--- src/rtl/regfile_dual_read_if.sv ---
// Write-back and operand-read bundle for the dual-read register file.
// The master side (decode/write-back logic) drives requests; the slave side is the register file.
interface regfile_dual_read_if #(
    parameter int DATA_WIDTH = 32,
    parameter int ADDR_WIDTH = 5
);
    logic                  we;
    logic [ADDR_WIDTH-1:0] write_addr;
    logic [DATA_WIDTH-1:0] write_data;
    logic                  read_req;
    logic                  stall;
    logic [ADDR_WIDTH-1:0] readA_addr;
    logic [ADDR_WIDTH-1:0] readB_addr;
    logic [DATA_WIDTH-1:0] dataA_out;
    logic [DATA_WIDTH-1:0] dataB_out;
    logic                  read_valid;

    modport master (
        output we, write_addr, write_data, read_req, stall, readA_addr, readB_addr,
        input  dataA_out, dataB_out, read_valid
    );

    modport slave (
        input  we, write_addr, write_data, read_req, stall, readA_addr, readB_addr,
        output dataA_out, dataB_out, read_valid
    );
endinterface

--- src/rtl/regfile_dual_read.sv ---
// Register file with one write-back port and two registered read ports, same-cycle
// write bypass, and stall hold that keeps held operands coherent with later write-backs.
module regfile_dual_read #(
    parameter int DATA_WIDTH = 32,
    parameter int ADDR_WIDTH = 5,
    parameter int ZERO_REG   = 1
) (
    input  logic                clock,
    input  logic                clear,
    regfile_dual_read_if.slave  bus
);
    localparam int NUM_REGS = 2 ** ADDR_WIDTH;

    logic [DATA_WIDTH-1:0] mem_q [NUM_REGS];
    logic [DATA_WIDTH-1:0] mem_d [NUM_REGS];
    logic [DATA_WIDTH-1:0] dataA_q, dataA_d;
    logic [DATA_WIDTH-1:0] dataB_q, dataB_d;
    logic [ADDR_WIDTH-1:0] addrA_q, addrA_d;
    logic [ADDR_WIDTH-1:0] addrB_q, addrB_d;
    logic                  valid_q, valid_d;

    logic                  wr_ok_s;
    logic                  capture_s;
    logic [DATA_WIDTH-1:0] rdA_s;
    logic [DATA_WIDTH-1:0] rdB_s;

    // Effective write enable and effective read values (zero register, then bypass, then storage)
    always_comb begin
        wr_ok_s   = bus.we && !((ZERO_REG != 0) && (bus.write_addr == {ADDR_WIDTH{1'b0}}));
        capture_s = bus.read_req && !bus.stall;
        if ((ZERO_REG != 0) && (bus.readA_addr == {ADDR_WIDTH{1'b0}})) begin
            rdA_s = {DATA_WIDTH{1'b0}};
        end else if (wr_ok_s && (bus.write_addr == bus.readA_addr)) begin
            rdA_s = bus.write_data;
        end else begin
            rdA_s = mem_q[bus.readA_addr];
        end
        if ((ZERO_REG != 0) && (bus.readB_addr == {ADDR_WIDTH{1'b0}})) begin
            rdB_s = {DATA_WIDTH{1'b0}};
        end else if (wr_ok_s && (bus.write_addr == bus.readB_addr)) begin
            rdB_s = bus.write_data;
        end else begin
            rdB_s = mem_q[bus.readB_addr];
        end
    end

    // Next state: storage write, then capture or hold/refresh of the operand registers
    always_comb begin
        mem_d   = mem_q;
        dataA_d = dataA_q;
        dataB_d = dataB_q;
        addrA_d = addrA_q;
        addrB_d = addrB_q;
        valid_d = valid_q;
        if (wr_ok_s) begin
            mem_d[bus.write_addr] = bus.write_data;
        end else begin
            mem_d = mem_q;
        end
        if (capture_s) begin
            dataA_d = rdA_s;
            dataB_d = rdB_s;
            addrA_d = bus.readA_addr;
            addrB_d = bus.readB_addr;
            valid_d = 1'b1;
        end else begin
            // A held operand follows any write-back to its source register
            if (valid_q && wr_ok_s && (bus.write_addr == addrA_q)) begin
                dataA_d = bus.write_data;
            end else begin
                dataA_d = dataA_q;
            end
            if (valid_q && wr_ok_s && (bus.write_addr == addrB_q)) begin
                dataB_d = bus.write_data;
            end else begin
                dataB_d = dataB_q;
            end
            valid_d = bus.stall && valid_q;
        end
    end

    // State registers with asynchronous clear
    always_ff @(posedge clock or posedge clear) begin
        if (clear) begin
            for (int i = 0; i < NUM_REGS; i++) begin
                mem_q[i] <= {DATA_WIDTH{1'b0}};
            end
            dataA_q <= {DATA_WIDTH{1'b0}};
            dataB_q <= {DATA_WIDTH{1'b0}};
            addrA_q <= {ADDR_WIDTH{1'b0}};
            addrB_q <= {ADDR_WIDTH{1'b0}};
            valid_q <= 1'b0;
        end else begin
            mem_q   <= mem_d;
            dataA_q <= dataA_d;
            dataB_q <= dataB_d;
            addrA_q <= addrA_d;
            addrB_q <= addrB_d;
            valid_q <= valid_d;
        end
    end

    assign bus.dataA_out  = dataA_q;
    assign bus.dataB_out  = dataB_q;
    assign bus.read_valid = valid_q;
endmodule
--- src/flat_wrapper.sv ---
// flat-port wrapper written by rule: the top's interface ports become plain ports
module regfile_dual_read_flat 
#(
    parameter int DATA_WIDTH = 32,
    parameter int ADDR_WIDTH = 5,
    parameter int ZERO_REG   = 1
)
  (clock, clear, bus_we, bus_write_addr, bus_write_data, bus_read_req, bus_stall, bus_readA_addr, bus_readB_addr, bus_dataA_out, bus_dataB_out, bus_read_valid);
  regfile_dual_read_if #(.DATA_WIDTH(DATA_WIDTH), .ADDR_WIDTH(ADDR_WIDTH)) bus_i ();
  input  logic clock;
  input  logic clear;
  input wire logic [$bits(bus_i.we)-1:0] bus_we;
  input wire logic [$bits(bus_i.write_addr)-1:0] bus_write_addr;
  input wire logic [$bits(bus_i.write_data)-1:0] bus_write_data;
  input wire logic [$bits(bus_i.read_req)-1:0] bus_read_req;
  input wire logic [$bits(bus_i.stall)-1:0] bus_stall;
  input wire logic [$bits(bus_i.readA_addr)-1:0] bus_readA_addr;
  input wire logic [$bits(bus_i.readB_addr)-1:0] bus_readB_addr;
  output wire logic [$bits(bus_i.dataA_out)-1:0] bus_dataA_out;
  output wire logic [$bits(bus_i.dataB_out)-1:0] bus_dataB_out;
  output wire logic [$bits(bus_i.read_valid)-1:0] bus_read_valid;
  assign bus_i.we = bus_we;
  assign bus_i.write_addr = bus_write_addr;
  assign bus_i.write_data = bus_write_data;
  assign bus_i.read_req = bus_read_req;
  assign bus_i.stall = bus_stall;
  assign bus_i.readA_addr = bus_readA_addr;
  assign bus_i.readB_addr = bus_readB_addr;
  assign bus_dataA_out = bus_i.dataA_out;
  assign bus_dataB_out = bus_i.dataB_out;
  assign bus_read_valid = bus_i.read_valid;
  regfile_dual_read #(.DATA_WIDTH(DATA_WIDTH), .ADDR_WIDTH(ADDR_WIDTH), .ZERO_REG(ZERO_REG)) u_core (.clock(clock), .clear(clear), .bus(bus_i));
endmodule
--- config.mk ---
export PLATFORM = sky130hd
export DESIGN_NAME = regfile_dual_read_flat
export DESIGN_NICKNAME = d
export VERILOG_FILES = /design/src/rtl/regfile_dual_read_if.sv /design/src/rtl/regfile_dual_read.sv /design/src/flat_wrapper.sv
export SDC_FILE = /design/constraint.sdc
export NUM_CORES = 2
export LEC_CHECK = 0
export CELL_PAD_IN_SITES_DETAIL_PLACEMENT = 1
export CELL_PAD_IN_SITES_GLOBAL_PLACEMENT = 1
export CORE_MARGIN = 2
export CORE_UTILIZATION = 40
export CTS_CLUSTER_SIZE = 20
export DETAILED_ROUTE_END_ITERATION = 12
export MAX_ROUTING_LAYER = met4
export PLACE_DENSITY_LB_ADDON = 0.1
export SLEW_MARGIN = 5
export SYNTH_ARGS = -nofsm -noshare
export SYNTH_HDL_FRONTEND = slang
export SYNTH_SLANG_ARGS = --single-unit
--- constraint.sdc ---
create_clock -name clock -period 57.3 [get_ports clock]
set_clock_uncertainty 0.05 [all_clocks]
set_input_delay 17.19 -clock clock [delete_from_list [all_inputs] [get_ports clock]]
set_output_delay 17.19 -clock clock [all_outputs]
set_load 0.02 [all_outputs]
* After elaboration in Yosys (flattened, before gate mapping)
Cells that the tools add are included.
** Storage, ports and cells
- Input bits :: 52
- Bits in registers :: 1099
- Output and inout port bits :: 65
** Cells by class
- $lt $le $gt $ge :: 4
- Muxes and demuxes :: 18
- Equal/unequal tests :: 4
- Bitwise gates (word level) :: 3
- Reductions and logical operators :: 16
** Operator list (count)
- 1024-bit bitwise mux :: 1
- 32-bit two-way mux :: 13
- 32-bit binary-select mux with 5-bit select :: 2
- 32-bit demux with 5-bit select :: 1
- 5-bit == test :: 4
- 6-bit >= comparator (second input constant) :: 3
- 5-bit inverter with 6-bit output :: 3
- 5-bit logical NOT :: 3
- 1-bit logical AND :: 9
- 6-bit by 1-bit < comparator with 1-bit output (second input constant) :: 1
- 2-bit nonzero test :: 2
- 1-bit logical NOT :: 2
- 1-bit two-way mux :: 1

* Longest topological paths before layout
- Word-level depth :: 7
- Gate-level depth with buffers :: 9
- Depth with buffers taken out :: 5

* Least setup slack after synthesis
Ideal clock, no wire load.
- Path kind :: input to register
- Start point :: input bus_readA_addr[0]
- End point :: register u_core.dataA_q[10], in the netlist u_core.bus.dataA_out[10]
- Data arrival time :: 18936 ps
- Stages :: 7
- Slack :: 38185 ps
- Required time :: 57121 ps
- Cells stage by stage :: buf_2 clkbuf_1 buf_2 mux4_2 a22oi_1 a21oi_1 a2111o_1
** On the way
- Cells in the longest elaborated chain, start to end :: 7
- Elaborated cells between the ends (all ways) :: 10
** RTL lines
- start: declaration :: line flat_wrapper.sv:17 : input wire logic [$bits(bus_i.readA_addr)-1:0] bus_readA_addr;
- 5-bit inverter with 6-bit output (not written as such) :: line regfile_dual_read.sv:36 : rdA_s = mem_q[bus.readA_addr];
- 32-bit binary-select mux with 5-bit select :: line regfile_dual_read.sv:36
- 32-bit two-way mux (not written as such) (2 in a row) :: line regfile_dual_read.sv:36
- 32-bit two-way mux :: line regfile_dual_read.sv:33 : end else if (wr_ok_s && (bus.write_addr == bus.readA_addr)) begin
- 32-bit two-way mux (*) :: line regfile_dual_read.sv:31 : if ((ZERO_REG != 0) && (bus.readA_addr == {ADDR_WIDTH{1'b0}})) begin
- 32-bit two-way mux (*) :: line regfile_dual_read.sv:60 : if (capture_s) begin
- end signal: assignment :: line regfile_dual_read.sv:88 : dataA_q <= {DATA_WIDTH{1'b0}};
- end signal: assignment :: line regfile_dual_read.sv:95 : dataA_q <= dataA_d;
- end: declaration :: line regfile_dual_read.sv:16 : logic [DATA_WIDTH-1:0] dataA_q, dataA_d;
Mark *: on every way between the ends. The rest lies on a longest branch, timed or not. The select of a mux whose other input is x is not followed.
A chain may end at the register's enable or synchronous reset.

==> flow_metrics.py <==
metrics = {
    "grt": {
        "overflow": 0,
        "antenna_found_initial": 6,
        "groute.usage.overall_pct": 29.1,
        "grt_start_max_net_pins": 180,
        "grt_pass1_vias": 40186,
        "grt_pass1_wl_mm": 296,
    },
    "cells_and_area": {
        "drive_above_1_share_pct": 49.3,
        "nNetsFinal": 3702,
        "layout_common_cells": "1099 x dfrtp_1, 990 x mux2_2, 512 x mux4_2",
        "layout.cells.non_filler": 5647,
        "finish.utilization_pct": 45.1,
        "syn_to_final_growth_pct": 12.4,
        "final_common_cell": "dfrtp_1",
    },
    "placement": {
        "place_congestion": 0.779,
        "io_buffers": 116,
        "dp_hpwl_mm": 108,
        "place_inst": 5406,
    },
    "yosys": {
        "yosys_warnings": 0,
        "synthesis.area_um2": 56700,
        "synth.avg_cell_area_um2": 15.1,
        "netlist.area_leader.share_pct": 48.5,
        "synth_top_family_by_area": "multiplexers",
        "synthTopCellsByArea": "dfrtp_1 48%, mux4_2 20%, mux2_2 20%",
        "synth_area_leader_cell": "dfrtp_1",
        "syn_nets": 3802,
        "synthArstFlopShare_pct": 100,
        "synth_compound_gate_area_share_pct": 6.15,
        "synth_fa_ha_area_share_pct": 0,
        "ys_seq_area_share_pct": 48.5,
        "ys_seq_elements": 1099,
        "synth-edff-count": 0,
        "synth-simple-area-share_pct": 1.34,
        "synthMuxAreaShare_pct": 40.0,
        "synthFlopType": "dfrtp_1",
        "synth_xor_area_share_pct": 0.309,
        "synth_cell_type_count": 44,
        "syn_inst": 3750,
    },
    "clock_tree": {
        "clock_sinks": 1099,
        "numCtsBuffers": 132,
        "cts_setup_buffers": 0,
        "cts_tree": "done",
        "post_cts_resized": 0,
        "clk_pin_slew_worst_paths_ns": 0.06,
        "ctsHoldBuffers": 0,
        "clock_tree.buffer_depth": 3,
        "insertion_delay_ns": 0.79,
        "cts_root_buf": "clkbuf_16",
        "htree_levels": 4,
    },
    "sta": {
        "drv_slew": 0,
        "worstMarginPinSlew_ns": 1.24,
        "rsz0062_at_grt": "no",
        "finalHoldViolations": 0,
        "whs_ns": 0.344,
        "setup_tns_ns": 0,
        "setup_viol": 0,
        "slew_headroom_pct": 16.9,
        "timing.final.crit_share_pct": 36.7,
        "layout_min_cycle_time_ns": 21.01,
        "fmax_mhz": 47.6,
    },
    "route": {
        "dr.pass1.iters": 5,
        "drc_errors": 0,
        "vias": 36419,
        "wire_per_inst_um": 36.0,
        "drtIter0Drc": 2935,
        "routed_wl_mm": 203,
        "antenna_left": 0,
        "post_drt_via_cell_ratio": 6.45,
    },
    "floorplan": {
        "core_area_um2": 141000,
        "fp.dieH_um": 381,
        "die-width_um": 381,
        "die_area_um2": 145000,
        "initial_utilization_pct": 40.2,
        "ios": 117,
        "row_count": 138,
    },
    "critical_path": {
        "cp.arrival_ns": 21.75,
        "crit_path_top_delay_cell": "buf_4",
        "crit_buf_inv": 6,
        "crit_cells": 6,
        "critPathMaxFanout": 121,
        "cp_slowest_stage_delay_ns": 0.89,
        "crit_required_ns": 58.03,
        "r2r_cells": 6,
        "cpMostUsedCell": "buf_4",
        "path_cells": "clkdlybuf4s50_1 -> inv_8 -> buf_4 -> buf_4 -> buf_4 -> buf_4",
        "critPathCaptureType": "async pin",
        "critPathLaunchType": "input pin",
        "crit_family": "buffers and inverters",
        "critPathKind": "input pin to async pin",
    },
    "pwr": {
        "total_power_mw": 2.36,
        "ir_drop_uv": 20.0,
        "leakagePower_nw": 27.0,
        "power_per_cell_area_nw_per_um2": 37.0,
    },
    "status": {
        "status": "completed",
    },
    "worst_hold_path": {
        "hold_class": "flop to flop",
        "min_path_cells": 0,
    },
    "run": {
        "drv_cap": 0,
    },
}
## worst paths after layout
| path | start | endpoint | slack [ns] |
|---|---|---|---|
| max | clear | u_core.mem_q[398]$_DFFE_PP0P_ | 36.29 |
| min | u_core.mem_q[1022]$_DFFE_PP0P_ | u_core.mem_q[1022]$_DFFE_PP0P_ | 0.34 |
| max reg2reg | u_core.addrA_q[0]$_DFFE_PP0P_ | u_core.bus.dataA_out[30]$_DFFE_PP0P_ | 54.51 |
| min reg2reg | u_core.mem_q[1022]$_DFFE_PP0P_ | u_core.mem_q[1022]$_DFFE_PP0P_ | 0.34 |
| max in group clock | bus_write_addr[0] | u_core.bus.dataA_out[20]$_DFFE_PP0P_ | 36.33 |
| min in group asynchronous | clear | u_core.mem_q[382]$_DFFE_PP0P_ | 16.93 |
## state kept, by name (all words and copies together) (netlist names), named ones only
register and flops:
u_core.addrA_q 5, u_core.addrB_q 5, u_core.bus.dataA_out 32, u_core.bus.dataB_out 32
u_core.mem_q 1024
## power by group
| group | switching [mW] | internal (mW) | leakage, nW |
|---|---|---|---|
| Sequential | 0.117 | 0.925 | 14.1 |
| Clock | 0.345 | 0.513 | 2.18 |
| Combinational | 0.188 | 0.269 | 10.6 |
## routing by layer
| layer | share of wire [%] | wire length [µm] | track usage [%] |
|---|---|---|---|
| met1 | 43 | 86700 | 38.4 |
| met3 | 5.8 | 11800 | 4.92 |
| met4 | 3.5 | 7030 | 9.74 |
| met2 | 48 | 97900 | 46.0 |
| met5 | 0 | 0 | - |
## area by class of cell
class | count | area (µm²)
inverter | 65 | 251
timing repair buffer | 201 | 1830
antenna | 3 | 7.51
fill | 13675 | 77500
tap | 1890 | 2360
sequential | 1099 | 27500
multi-input combinational | 2151 | 27400
clock inverter | 36 | 428
clock buffer | 202 | 3990
## cell usage after synthesis, drive strengths merged, types with 2 or more instances
cell type and count:
a211oi 32, nand3 4, o21bai 2, xor2 3, o211ai 3, dfrtp 1099, nor2 80, mux4 512
and2 2, nor4 3, a22oi 256, nand2 50, a21oi 96, or2 2, nand4b 2, nand4 2
buf 163, a2111o 64, o21ai 2, or3 3, nor3 2, nor3b 3, mux2 992, nand3b 4
inv 65, nor2b 5, nand2b 2, xnor2 17, clkbuf 272, o31ai 2
## cells by family (layout without fill, tap and decap cells)
family                    after synthesis  after routing
AOI/OAI and AO/OA                     459            459
xor gates and xnor gates               20             20
buffers and inverters                 500            504
DFF                                  1099           1099
muxes                                1504           1504
other                                   0              3
and+or+nand+nor                       168            168
## per-stage QoR
step | instance area [µm²] | worst slack [ns]
finish | 63800 | 36.29
global route | 63800 | 35.67
CTS | 63700 | 36.08
detailed placement | 59300 | 35.25
global placement | 59300 | 35.50
floorplan | 56700 | 9.12
(Power assumes the default switching activity.)
